===== src/rtl/spi_host_seq.sv =====
// SPI host transaction sequencer: frames one 16-bit {rw, addr, wdata} command and captures read data.
// Optional 2-entry command FIFO in front of the FSM when SPI_HOST_SEQ_CMDBUF_EN is defined.
module spi_host_seq #(
  parameter int unsigned HALF_PERIOD = 2,
  parameter int unsigned SETUP       = 1,
  parameter int unsigned GAP         = 2
) (
  input  logic       clk,
  input  logic       reset_n,
  input  logic       cmd_valid,
  output logic       cmd_ready,
  input  logic       cmd_rw,
  input  logic [6:0] cmd_addr,
  input  logic [7:0] cmd_wdata,
  output logic       busy,
  output logic       done,
  output logic [7:0] rdata,
  output logic       sclk,
  output logic       ss,
  output logic       mosi,
  input  logic       miso
);

  localparam int unsigned FRAME_W = 16;
  localparam int unsigned MAX_HS  = (HALF_PERIOD > SETUP) ? HALF_PERIOD : SETUP;
  localparam int unsigned MAX_T   = (MAX_HS > GAP) ? MAX_HS : GAP;
  localparam int unsigned CNT_W   = $clog2(MAX_T + 1);

  typedef enum logic [2:0] {
    ST_IDLE, ST_LEAD, ST_LOW, ST_HIGH, ST_LAG, ST_GAP
  } state_e;

  state_e               state_q, state_d;
  logic [CNT_W-1:0]     cnt_q, cnt_d;
  logic [3:0]           bit_q, bit_d;
  logic [FRAME_W-1:0]   tx_q, tx_d;
  logic [7:0]           rx_q, rx_d;
  logic                 rw_q, rw_d;
  logic                 sclk_q, sclk_d;
  logic                 ss_q, ss_d;
  logic                 mosi_q, mosi_d;
  logic                 busy_q, busy_d;
  logic                 done_q, done_d;
  logic [7:0]           rdata_q, rdata_d;
  logic                 cmd_ready_q, cmd_ready_d;

  logic                 take;
  logic [FRAME_W-1:0]   take_frame;
  logic [FRAME_W-1:0]   cmd_frame;
  int unsigned          tmr_limit;
  logic                 tmr_end;

  assign cmd_frame = {cmd_rw, cmd_addr, cmd_wdata};

`ifdef SPI_HOST_SEQ_CMDBUF_EN
  logic [1:0][FRAME_W-1:0] fifo_q, fifo_d;
  logic                    wr_ptr_q, wr_ptr_d;
  logic                    rd_ptr_q, rd_ptr_d;
  logic [1:0]              count_q, count_d;
  logic                    push;

  assign push       = cmd_valid && cmd_ready_q;
  assign take       = (state_q == ST_IDLE) && (count_q != 2'd0);
  assign take_frame = fifo_q[rd_ptr_q];

  // FIFO bookkeeping; simultaneous push and pop leave the count unchanged
  always_comb begin
    fifo_d   = fifo_q;
    wr_ptr_d = wr_ptr_q;
    rd_ptr_d = rd_ptr_q;
    count_d  = count_q;
    if (push) begin
      fifo_d[wr_ptr_q] = cmd_frame;
      wr_ptr_d         = ~wr_ptr_q;
    end
    if (take) begin
      rd_ptr_d = ~rd_ptr_q;
    end
    case ({push, take})
      2'b10:   count_d = count_q + 2'd1;
      2'b01:   count_d = count_q - 2'd1;
      default: count_d = count_q;
    endcase
    cmd_ready_d = (count_d != 2'd2);
  end

  always_ff @(posedge clk or negedge reset_n) begin
    if (!reset_n) begin
      fifo_q   <= '0;
      wr_ptr_q <= 1'b0;
      rd_ptr_q <= 1'b0;
      count_q  <= 2'd0;
    end else begin
      fifo_q   <= fifo_d;
      wr_ptr_q <= wr_ptr_d;
      rd_ptr_q <= rd_ptr_d;
      count_q  <= count_d;
    end
  end
`else
  assign take        = (state_q == ST_IDLE) && cmd_valid && cmd_ready_q;
  assign take_frame  = cmd_frame;
  assign cmd_ready_d = (state_d == ST_IDLE);
`endif

  // Dwell length of the current state; GAP is unreachable when GAP == 0
  always_comb begin
    unique case (state_q)
      ST_LEAD, ST_LAG: tmr_limit = SETUP;
      ST_LOW, ST_HIGH: tmr_limit = HALF_PERIOD;
      ST_GAP:          tmr_limit = GAP;
      default:         tmr_limit = 1;
    endcase
    tmr_end = (32'(cnt_q) + 32'd1 >= tmr_limit);
  end

  always_comb begin
    state_d = state_q;
    cnt_d   = cnt_q;
    bit_d   = bit_q;
    tx_d    = tx_q;
    rx_d    = rx_q;
    rw_d    = rw_q;
    sclk_d  = sclk_q;
    ss_d    = ss_q;
    mosi_d  = mosi_q;
    busy_d  = busy_q;
    done_d  = 1'b0;
    rdata_d = rdata_q;
    if (state_q != ST_IDLE) begin
      cnt_d = tmr_end ? '0 : cnt_q + CNT_W'(1);
    end
    unique case (state_q)
      ST_IDLE: begin
        cnt_d = '0;
        if (take) begin
          tx_d    = take_frame;
          rw_d    = take_frame[FRAME_W-1];
          bit_d   = 4'd0;
          ss_d    = 1'b1;
          busy_d  = 1'b1;
          state_d = ST_LEAD;
        end
      end
      ST_LEAD: begin
        if (tmr_end) begin
          state_d = ST_LOW;
          sclk_d  = 1'b0;
          mosi_d  = tx_q[FRAME_W-1];
        end
      end
      ST_LOW: begin
        // Rising sclk: capture miso and expose the next bit at tx MSB
        if (tmr_end) begin
          state_d = ST_HIGH;
          sclk_d  = 1'b1;
          rx_d    = {rx_q[6:0], miso};
          tx_d    = {tx_q[FRAME_W-2:0], 1'b0};
        end
      end
      ST_HIGH: begin
        if (tmr_end) begin
          if (bit_q == 4'd15) begin
            state_d = ST_LAG;
          end else begin
            bit_d   = bit_q + 4'd1;
            state_d = ST_LOW;
            sclk_d  = 1'b0;
            mosi_d  = tx_q[FRAME_W-1];
          end
        end
      end
      ST_LAG: begin
        if (tmr_end) begin
          ss_d   = 1'b0;
          done_d = 1'b1;
          mosi_d = 1'b0;
          if (rw_q) begin
            rdata_d = rx_q;
          end
          if (GAP == 0) begin
            state_d = ST_IDLE;
            busy_d  = 1'b0;
          end else begin
            state_d = ST_GAP;
          end
        end
      end
      ST_GAP: begin
        if (tmr_end) begin
          state_d = ST_IDLE;
          busy_d  = 1'b0;
        end
      end
      default: begin
        state_d = ST_IDLE;
      end
    endcase
  end

  always_ff @(posedge clk or negedge reset_n) begin
    if (!reset_n) begin
      state_q     <= ST_IDLE;
      cnt_q       <= '0;
      bit_q       <= 4'd0;
      tx_q        <= '0;
      rx_q        <= 8'h00;
      rw_q        <= 1'b0;
      sclk_q      <= 1'b1;
      ss_q        <= 1'b0;
      mosi_q      <= 1'b0;
      busy_q      <= 1'b0;
      done_q      <= 1'b0;
      rdata_q     <= 8'h00;
      cmd_ready_q <= 1'b1;
    end else begin
      state_q     <= state_d;
      cnt_q       <= cnt_d;
      bit_q       <= bit_d;
      tx_q        <= tx_d;
      rx_q        <= rx_d;
      rw_q        <= rw_d;
      sclk_q      <= sclk_d;
      ss_q        <= ss_d;
      mosi_q      <= mosi_d;
      busy_q      <= busy_d;
      done_q      <= done_d;
      rdata_q     <= rdata_d;
      cmd_ready_q <= cmd_ready_d;
    end
  end

  assign cmd_ready = cmd_ready_q;
  assign busy      = busy_q;
  assign done      = done_q;
  assign rdata     = rdata_q;
  assign sclk      = sclk_q;
  assign ss        = ss_q;
  assign mosi      = mosi_q;

endmodule

===== config.mk =====
export PLATFORM = sky130hd
export DESIGN_NAME = spi_host_seq
export DESIGN_NICKNAME = d
export VERILOG_FILES = /design/src/rtl/spi_host_seq.sv
export SDC_FILE = /design/constraint.sdc
export NUM_CORES = 1
export LEC_CHECK = 0
export ABC_AREA = 0
export BUFFER_PORTS_ARGS = -buffer_cell sky130_fd_sc_hd__buf_2
export CORE_MARGIN = 2
export CORE_UTILIZATION = 60
export DETAILED_ROUTE_END_ITERATION = 12
export GPL_TIMING_DRIVEN = 0
export PLACE_DENSITY = 0.85
export SYNTH_ARGS = -nofsm -noshare
export SYNTH_HDL_FRONTEND = slang
export SYNTH_SLANG_ARGS = --single-unit

===== constraint.sdc =====
create_clock -name clk -period 4.3 [get_ports clk]
set_clock_uncertainty 0.15 [all_clocks]
set_input_delay 0.43 -clock clk [delete_from_list [all_inputs] [get_ports clk]]
set_output_delay 0.43 -clock clk [all_outputs]
set_load 0.02 [all_outputs]

After elaboration in Yosys (flattened, before gate mapping)
Cells that the tools add are included.

Bits in registers: 48. Bits in latches: 0. Memory bits (writable): 0. Memory bits (read-only): 0. Logic and storage cells: 85. Memories: 0.

Add/sub/neg operators: 3. Multipliers: 0. Divide/modulo/power cells: 0. $lt $le $gt $ge: 1. Equality and inequality tests: 13. Shift operators: 0. Mux-type cells: 33. Bitwise logic cells: 0. Reductions and logical operators: 22.

Operators with widths (number): 3-bit by 32-bit greater-or-equal comparator with 1-bit output (1); 16-bit 2-to-1 mux (2); 16-bit one-hot mux with 2 select lines (1); 3-bit 2-to-1 mux (7); 3-bit one-hot mux with 6 select lines (1); 2-bit != test (second input constant) (7); 4-bit 2-to-1 mux (3); 3-bit AND reduction (4); 1-bit 2-to-1 mux (10); 5-bit AND reduction (2); 2-bit nonzero test (5); 3-bit nonzero test (3); 2-bit 2-to-1 mux (4); 4-bit one-hot mux with 2 select lines (1); 3-bit by 2-bit equality test with 1-bit output (second input constant) (2); 3-bit equality test (second input constant) (2); 3-bit zero test (2); 1-bit one-hot mux with 3 select lines (2); 4-bit by 1-bit adder with 4-bit output (second input constant) (1); 4-bit equality test (second input constant) (1); 1-bit one-hot mux with 2 select lines (2); 2-bit AND reduction (2); 4-bit AND reduction (1); 2-bit by 1-bit adder with 3-bit output (second input constant) (1); 4 further kinds (5).

Depth between registers and ports, before layout
Gate-level depths: netlist (run 1).

Depth in word-level cells: 7. Depth in mapped cells: 6. Mapped depth without buffers: 5.

Worst setup path after synthesis (run 1)
No wires, ideal clock.

Path kind: register to register. From: register cnt_q[0]. To: register rdata_q[0], in the netlist rdata[0]. Setup time: 0.125 ns. Arrival: 1.764 ns. Required time: 4.025 ns. Setup slack: 2.261 ns. Cell stages (with the launch flop): 6. Buffers on the path: 0. Cells stage by stage: dfrtp_1 -> ha_1 -> nor2_1 -> a211oi_2 -> nand2_2 -> mux2_2.

Word-level cells in the longest chain between the ends: 3.

RTL lines: start: declaration (line 34) `logic [CNT_W-1:0] cnt_q, cnt_d;`; start signal: assignment (line 218) `cnt_q <= cnt_d;`; 2-bit by 1-bit adder with 3-bit output (line 114) `tmr_end = (32'(cnt_q) + 32'd1 >= tmr_limit);`; 3-bit by 32-bit greater-or-equal comparator with 1-bit output (line 114); 3-bit AND reduction (no line); end signal: assignment (line 228) `rdata_q <= rdata_d;`; end: declaration (line 44) `logic [7:0] rdata_q, rdata_d;`.

Every way passes these cells. A chain may end at the register's enable or synchronous reset.

Worst setup path in the final report (run 1)
From: register cnt_q[0]. To: register rdata_q[4], in the netlist rdata[4].

The elaborated chain is that of the path after synthesis.

==> results.cfg, run 1 <==
[clocking]
post_cts_resized = 0
clkTransAtPathRegs_ps = 90
cts_buffers = 5
clkSinkCount = 48
clk_path_buf_depth = 2
cts_setup_buffers = 0
cts_tree = yes
cts_root_buf = clkbuf_8
htreeDepth = 2
clk_latency_ps = 310
holdBufCountCts = 0

[setup_path]
cp_max_fo = 8
r2r_cells = 5
cp-start-kind = register
r2r_start = cnt_q[0]
required_ps = 4350
cp.arrival_ps = 2360
r2r_end = rdata[4]
worstSetupPathType = register to register
r2r_slack_ps = 1990
critical_path.endpoint_type = register

[sta]
finalCriticalPeriod_ps = 2310
slew_headroom_pct = 33.3
slew_viol_final = 0
hold_ws_ps = 130
max_slew.worst_pin.slew_ps = 1000
fin_tns_setup_ps = 0
rsz0062_at_grt = no
fmax_mhz = 433
setup-violations-final = 0
hold_viol = 0
period_share_pct = 53.8
fin_ws_ps = 1990

[finish]
seq_area_mm2 = 0.00120
area_growth_pct = 14.2
fillers = 279
final_common_cell = dfrtp_1
final_core_util_pct = 70.8
drive_above_1_share_pct = 37.2
multiInputGateArea_um2 = 981
nNetsFinal = 255
layout_common_cells = dfrtp_1, buf_2, nor2_1
diodes = 0

[pwr]
power.leakage_uw = 0.00119
vdd_drop_max_v = 0.000430
p_per_area_mw_per_mm2 = 754

[placement]
hpwlAfterDp_mm = 2.87
dp_slack_ps = 2010
port_buffers = 33
gp_congestion = 0.873

[outcome]
status = finished, final reports clean

[die]
fp.dieW_um = 65.5
dieArea_mm2 = 0.00429
rows = 22
chipHeight_um = 65.5
coreArea_mm2 = 0.00366
pin_count = 34
initial_core_util_pct = 62.0

[drt]
drc = 0
drt_iter0_markers = 123
routed_wl_mm = 4.00
vias = 1562
wl_per_cell_um = 14.2
via_per_inst = 5.54
drtAntennaViolNets = 0
drtPass1Iterations = 4

[grt]
track_usage_pct = 21.9
grt_pass1_wl_mm = 7.02
grt_pass1_vias = 1569
grt_max_degree = 49
antenna_found_initial = 0
overflow = 0

[yosys]
synth_cells = 193
ys_ff_latch = 48
syn_area_per_cell_um2 = 11.8
synth_fp_nets = 215
synth_cell_type_count = 44
netlist_area_mm2 = 0.00227
seq_area_frac_synth_pct = 53.0
synth_warnings = 0

[job]
drv_cap = 0

[min_path]
hp-class = primary input to async pin
-- worst max path at each step --
stage | startpoint | to | slack [ps]
after floorplan | cnt_q[0] | rdata[0] | 2260
after global placement | cnt_q[0] | rdata[4] | 2060
after detailed placement | cnt_q[0] | rdata[0] | 2010
after CTS | cnt_q[0] | rdata[0] | 2000
after global routing | cnt_q[0] | mosi | 1850
final | cnt_q[0] | rdata[4] | 1990
-- layout make-up --
type	count	share of cell area, %
buffer	10	2.85
clock buffer	6	3.19
clock inverter	2	0.579
inverter	3	0.434
multi-input combinational	132	37.8
sequential	48	46.4
tap	48	2.32
timing repair buffer	33	6.37
-- per-layer routing --
metal  track usage, %  vias to the layer above  share of wire [%]
met1             26.4                      758                 46
met2             38.0                       28                 49
li1                 -                      769                  -
met3             6.34                        7                3.7
met5                0                        -                  0
met4             7.03                        0                1.4
-- worst max-delay path: stages (launching register included) --
cell and delay, ps:
dfrtp_1 450, ha_1 350, nor2_1 460, a211oi_2 200
nand2_2 230, mux2_2 360
-- flip-flops by register name, summed over array words and instances, names as in the netlist --
name	count
busy	1
ss	1
mosi	1
rdata	8
rx_q	8
tx_q	16
cmd_ready	1
done	1
bit_q	4
state_q	3
rw_q	1
sclk	1
cnt_q	2
-- cells in the mapped netlist, drive strengths merged --
cell type	count	area, µm²
nand3	2	10.0
o31ai	2	15.0
nand2b	2	20.0
or2	1	6.26
or3	1	11.3
o32ai	1	27.5
ha	2	25.0
o22a	1	8.76
nor4	1	6.26
inv	3	11.3
nand3b	1	7.51
nor2b	1	6.26
o21a	1	7.51
buf	10	73.8
a21bo	1	10.0
o22ai	1	6.26
conb	1	3.75
o21ai	8	40.0
a211oi	2	20.0
a311oi	2	17.5
mux2	16	180
xnor2	1	8.76
a21oi	19	133
nor3	5	36.3
o2111ai	1	8.76
a211o	1	8.76
and3b	1	8.76
o211ai	5	37.5
and3	1	6.26
dfrtp	46	1150
mux2i	16	160
nor2	22	92.6
nand2	13	51.3
dfstp	2	52.6
-- power by group --
| part | leakage, µW | switching (µW) | internal (µW) |
|---|---|---|---|
| Combinational | 0.000571 | 504 | 426 |
| Sequential | 0.000570 | 110 | 632 |
| Clock | 0.0000434 | 153 | 130 |
| Total | 0.00119 | 767 | 1190 |
-- through the flow --
stage / instance area [µm²] / total power (µW) / cells
floorplan: 2270 / 1490 / 193
global placement: 2490 / 1650 / 274
detailed placement: 2490 / 1690 / 274
CTS: 2590 / 1970 / 282
global route: 2590 / 2110 / 282
finish: 2590 / 1960 / 282
-- logic make-up after synthesis --
kind of cell,synth area share (%)
and+or+nand+nor,11.6
muxes,15.0
AOI/OAI and AO/OA,15.0
xor gates and xnor gates,0.386
other,0.165
DFF,53.0
adders and majority gates,1.10
buffers and inverters,3.75
No activity file was read; power rests on OpenSTA's default activity.
==> run 2, diff against run 1 <==
==> config.mk (replaced) <==
export PLATFORM = sky130hd
export DESIGN_NAME = spi_host_seq
export DESIGN_NICKNAME = d
export VERILOG_FILES = /design/src/rtl/spi_host_seq.sv
export SDC_FILE = /design/constraint.sdc
export NUM_CORES = 1
export LEC_CHECK = 0
export ABC_AREA = 1
export BUFFER_PORTS_ARGS = -buffer_cell sky130_fd_sc_hd__buf_2
export CORE_MARGIN = 2
export CORE_UTILIZATION = 56
export DETAILED_ROUTE_END_ITERATION = 12
export GPL_TIMING_DRIVEN = 0
export PLACE_DENSITY = 0.81
export SYNTH_ARGS = -nofsm -noshare
export SYNTH_HDL_FRONTEND = slang
export SYNTH_SLANG_ARGS = --single-unit
==> constraint.sdc (replaced) <==
create_clock -name clk -period 2.4 [get_ports clk]
set_clock_uncertainty 0.15 [all_clocks]
set_input_delay 0.24 -clock clk [delete_from_list [all_inputs] [get_ports clk]]
set_output_delay 0.24 -clock clk [all_outputs]
set_load 0.02 [all_outputs]
==> run 2 against run 1 <==
  * Routed wire length up 6.7%
  * Flip-flop and latch count unchanged
  * Synthesized cell count up 39%
  * Clock power up 98%
  * Core utilization down 4.7 points
  * Register-to-register slack worse by 1600 ps
  * Worst hold slack worse by 96 ps
  * Via count up 17%
  * Final cell count up 28%
  * Combinational power up 42%
==> results.cfg, run 2 <==
[grt]
grt_pass1_vias = 1715
globalRouteMet2Util_pct = 33.2
overflow = 0
met3_usage_pct = 5.43
track_usage_pct = 21.2
antenna_found_initial = 0
grt_pass1_wl_mm = 7.20
use_met1_pct = 27.3
grt_max_degree = 49
busiest_layer = met2

[setup_path]
required_ps = 2430
worstSetupEndpoint = tx_q[11]
worstSetupPathType = register to register
critical_path.endpoint_type = register
r2r_end = tx_q[11]
cp-start-kind = register
cp_max_fo = 10
r2r_cells = 8
crit_start = cnt_q[0]
r2r_start = cnt_q[0]
r2r_slack_ps = 390
cp.arrival_ps = 2040

[clocking]
clkSinkCount = 48
clk_latency_ps = 300
post_cts_resized = 0
clkTransAtPathRegs_ps = 90
cts_tree = yes
cts_buffers = 5
clk_path_buf_depth = 2
cts_root_buf = clkbuf_8
htreeDepth = 2

[finish]
seq_area_mm2 = 0.00120
layout_common_cells = nand2_1, dfrtp_1, o21ai_0
design_area_mm2 = 0.00263
diodes = 0
largest_reg_flops = 16
drive_above_1_share_pct = 20.3
multiInputGateArea_um2 = 891
fillers = 327
area_growth_pct = 14.9
nNetsFinal = 332
regMostFlops = tx_q
final_common_cell = nand2_1

[yosys]
synth_top_cells_by_area = dfrtp_1, nand2_1, o21ai_0
synthArstFlopShare_pct = 100
synth_warnings = 0
synth_common_cells = nand2_1, dfrtp_1, o21ai_0, inv_1, nand3_1
synth_fp_nets = 291
seq_area_frac_synth_pct = 52.6
synth_edf_count = 0
synth_ff_type = dfrtp_1
ys_ff_latch = 48
synth_cell_type_count = 25
syn_area_per_cell_um2 = 8.50
synth_cells = 269
synth_top_area_share_pct = 50.3
synth_most_common_cell = nand2_1
synth_area_leader_cell = dfrtp_1
netlist_area_mm2 = 0.00229

[die]
chipHeight_um = 67.9
initial_core_util_pct = 57.6
dieArea_mm2 = 0.00461
pin_count = 34
rows = 23
fp.dieW_um = 67.9
coreArea_mm2 = 0.00397

[drt]
drt_iter0_markers = 121
drtAntennaViolNets = 0
drtPass1Iterations = 5
drc = 0
via_per_inst = 5.09
wl_per_cell_um = 11.9
routed_wl_mm = 4.27
vias = 1834

[job]
drv_cap = 0

[min_path]
hp-class = primary input to register
min-delay-start = miso

[placement]
placed_cell_area_mm2 = 0.00251
hpwlAfterDp_mm = 3.08
dp_slack_ps = 443
port_buffers = 33
gp_congestion = 0.816

[sta]
finalCriticalPeriod_ps = 2010
setup-violations-final = 0
fin_tns_setup_ps = 0
period_share_pct = 83.7
slew_headroom_pct = 32.9
fmax_mhz = 498
slew_viol_final = 0
rsz0062_at_grt = no
hold_viol = 0
fin_ws_ps = 392
max_slew.worst_pin.slew_ps = 1010

[outcome]
status = finished, final reports clean

[pwr]
power_uw = 3090
power.leakage_uw = 0.00142
p_per_area_mw_per_mm2 = 1170
vdd_drop_max_v = 0.000554
==> run 2: power breakdown <==
part,switching [µW],internal [µW]
combinational,848,470
sequential,134,1080
clock,254,305
total,1240,1850
==> run 2: cell families (layout without fill, tap and decap cells) <==
| group | count (synthesis) | after routing | share of synthesized area (%) |
|---|---|---|---|
| buffers and inverters | 41 | 82 | 8.42 |
| other | 1 | 1 | 0.164 |
| AO/OA/AOI/OAI | 50 | 50 | 11.3 |
| adder cells (fa/ha/maj) | 2 | 2 | 1.09 |
| flip-flops | 48 | 48 | 52.6 |
| XOR/XNOR | 1 | 1 | 0.383 |
| AND/OR/NAND/NOR | 126 | 126 | 26.0 |
==> run 2: worst min path at each step <==
stage | depth (start not counted) | endpoint | slack (ps)
final | 3 | rx_q[0] | 30
after global placement | 2 | sclk | 300
after detailed placement | 2 | sclk | 310
after global routing | 3 | rx_q[0] | 30
after floorplan | 0 | bit_q[0] | -210
after CTS | 3 | rx_q[0] | 30
==> run 2: what timing repair did <==
item                                   in CTS  in global routing
endpoints found under the hold margin      19                  0
buffers inserted                            0                  0
hold buffers                                1                  0
==> run 2: critical path, stage by stage, from the launching register on <==
cell and delay (ps):
dfrtp_1 390, ha_1 310, nor2_1 430, nand2_4 140, nand2_4 120, nand2_4 70, buf_6 140, nand2_1 60
o21ai_0 80
==> run 2: metal layers <==
layer,vias up,share of wire [%]
met5,-,0
met4,0,2.5
met3,13,4.4
met2,53,47
met1,838,46
li1,930,-
==> run 2: per-stage QoR <==
step           hold WS [ps]  std cells  utilization (%)
2_1_floorplan          -206        269                -
3_3_place_gp            300        352             63.3
3_5_place_dp            310        352             63.3
4_1_cts                27.9        360             66.2
5_1_grt                27.5        360             66.2
6_report               34.2        360             66.2
==> run 2: layout make-up <==
cell class	instances	area share, %
timing repair buffer	34	6.67
tap	50	2.38
clock inverter	1	1.14
sequential	48	45.8
multi-input combinational	180	33.9
inverter	33	4.71
clock buffer	6	2.76
buffer	8	2.62
==> run 3, diff against run 2 <==
--- a/config.mk
+++ b/config.mk
@@ -8,10 +8,10 @@
 export ABC_AREA = 1
 export BUFFER_PORTS_ARGS = -buffer_cell sky130_fd_sc_hd__buf_2
 export CORE_MARGIN = 2
-export CORE_UTILIZATION = 56
+export CORE_UTILIZATION = 51
 export DETAILED_ROUTE_END_ITERATION = 12
 export GPL_TIMING_DRIVEN = 0
-export PLACE_DENSITY = 0.81
+export PLACE_DENSITY = 0.77
 export SYNTH_ARGS = -nofsm -noshare
 export SYNTH_HDL_FRONTEND = slang
 export SYNTH_SLANG_ARGS = --single-unit
==> constraint.sdc (replaced) <==
create_clock -name clk -period 1.7 [get_ports clk]
set_clock_uncertainty 0.15 [all_clocks]
set_input_delay 0.17 -clock clk [delete_from_list [all_inputs] [get_ports clk]]
set_output_delay 0.17 -clock clk [all_outputs]
set_load 0.02 [all_outputs]
==> run 3 against run 2 <==
  * Critical path depth unchanged
  * Combinational power increased by 70%
  * Non-clock buffer count rose by 14
  * Global-route usage is 1.6 points lower
  * Final cell count grew 4.7%
  * Fmax up 22%
  * Clock-buffer cell count unchanged
  * Core utilization shrank 0.71 points
  * Critical endpoint is now tx_q[2]
  * Largest power group unchanged
==> results.cfg, run 3 (synthesis gave the netlist of run 2 again) <==
[pwr]
p_per_area_mw_per_mm2 = 1690
power.leakage_uw = 0.00150
vdd_drop_max_v = 0.000856
power_uw = 4780

[sta]
hold_viol = 0
hold_ws_ps = 41.4
slew_headroom_pct = 58.2
fmax_mhz = 606
period_share_pct = 97.1
fin_ws_ps = 48.5
max_slew.worst_pin.slew_ps = 627
setup-violations-final = 0
finalCriticalPeriod_ps = 1650
rsz0062_at_grt = yes
slew_viol_final = 0

[clocking]
cts_buffers = 5
htreeDepth = 2
cts_root_buf = clkbuf_8
clk_latency_ps = 300
clkTransAtPathRegs_ps = 80
clk_path_buf_depth = 2
clkSinkCount = 48
cts_tree = yes

[die]
initial_core_util_pct = 52.9
pin_count = 34
dieArea_mm2 = 0.00504
rows = 24
chipHeight_um = 71.0
fp.dieW_um = 71.0
coreArea_mm2 = 0.00432

[setup_path]
crit_start = cnt_q[1]
cp.arrival_ps = 1690
r2r_start = cnt_q[1]
crit_chain = ha_4 -> nor2_4 -> nand2_4 -> nand2_4 -> nand2_4 -> buf_8 -> nand2_1 -> o21ai_0
worst_path_most_repeated_cell = nand2_4
critical_path.endpoint_type = register
cp_max_fo = 10
cp-start-kind = register
required_ps = 1730
slowest_delay_ps = 420
r2r_cells = 8
worstSetupPathType = register to register
slowest_stage = dfrtp_1

[finish]
final_common_cell = nand2_1
area_growth_pct = 23.7
drive_above_1_share_pct = 28.0
largest_reg_flops = 16
finalNonFillerCells = 377
diodes = 0
layout_common_cells = nand2_1, dfrtp_1, buf_2
fillers = 359
regMostFlops = tx_q
nNetsFinal = 346

[min_path]
whs_path_depth = 5
hp-class = primary input to register
min-delay-start = cmd_addr[2]

[drt]
wl_per_cell_um = 12.3
drtPass1Iterations = 4
routed_wl_mm = 4.63
drt_iter0_markers = 159
via_per_inst = 5.02
drtAntennaViolNets = 0
vias = 1892
drc = 0

[placement]
port_buffers = 33
dp_cells = 354
dp_slack_ps = -137
gp_congestion = 0.856
hpwlAfterDp_mm = 3.14

[grt]
antenna_found_initial = 0
grt_max_degree = 49
overflow = 0
grt_pass1_wl_mm = 7.80
grt_pass1_vias = 1812
track_usage_pct = 19.6

[job]
drv_cap = 0

[outcome]
status = finished, final reports clean
## run 3: cell count changes in the layout (fill, tap and decap cells not counted), sizes merged
cell	previous run	this run
clkbuf	8	9
clkinv	0	1
dlygate4sd3	1	4
buf	39	49
## run 3: worst paths after layout
path,end,slack [ps]
setup / recovery,tx_q[2],50
hold / removal,tx_q[10],40
setup reg to reg,tx_q[2],50
hold reg to reg,sclk,320
max in group asynchronous,state_q[0],660
min in group asynchronous,rdata[5],290
## run 3: per-layer routing
metal / GRT usage (%) / vias to the layer above / share of wire, % / wire, µm
li1: - / 963 / - / -
met1: 24.7 / 878 / 45 / 2090
met2: 32.3 / 42 / 49 / 2290
met3: 5.13 / 9 / 4.1 / 192
met4: 7.55 / 0 / 1.3 / 60
met5: 0 / - / 0 / 0
## run 3: stage by stage
step,area [µm²],TNS (ps),utilization [%]
2_1_floorplan,2290,0,-
3_3_place_gp,2520,-1350,58.3
3_5_place_dp,2520,-2270,58.3
4_1_cts,2710,0,62.6
5_1_grt,2830,-355,65.5
6_report,2830,0,65.5
## run 3: what timing repair did
item                       4_1_cts  5_1_grt
cloned                           0        1
setup endpoints to repair       32       32
setup buffers                    2        8
resized for setup                7       27
hold endpoints to repair        49        0
hold buffers                     4        0
pin swaps                        1        9
## run 3: area by class of cell
cell class,count,area [µm²],area share (%)
sequential,48,1210,42.7
timing repair buffer,48,300,10.6
tap,52,65.1,2.30
buffer,8,73.8,2.61
inverter,33,126,4.47
clock buffer,6,72.6,2.56
clock inverter,2,35.0,1.24
multi-input combinational,180,950,33.6
## run 3: worst max-delay path: cells and delay by family (launching register included)
family	cells	cell delay [ps]
fa+ha+maj	1	270
flops	1	420
buf+inv	1	140
compound gates	1	70
simple gates	5	490
## run 3: power breakdown
part	internal [µW]	switching (µW)
clock	437	372
sequential	1520	194
combinational	913	1340
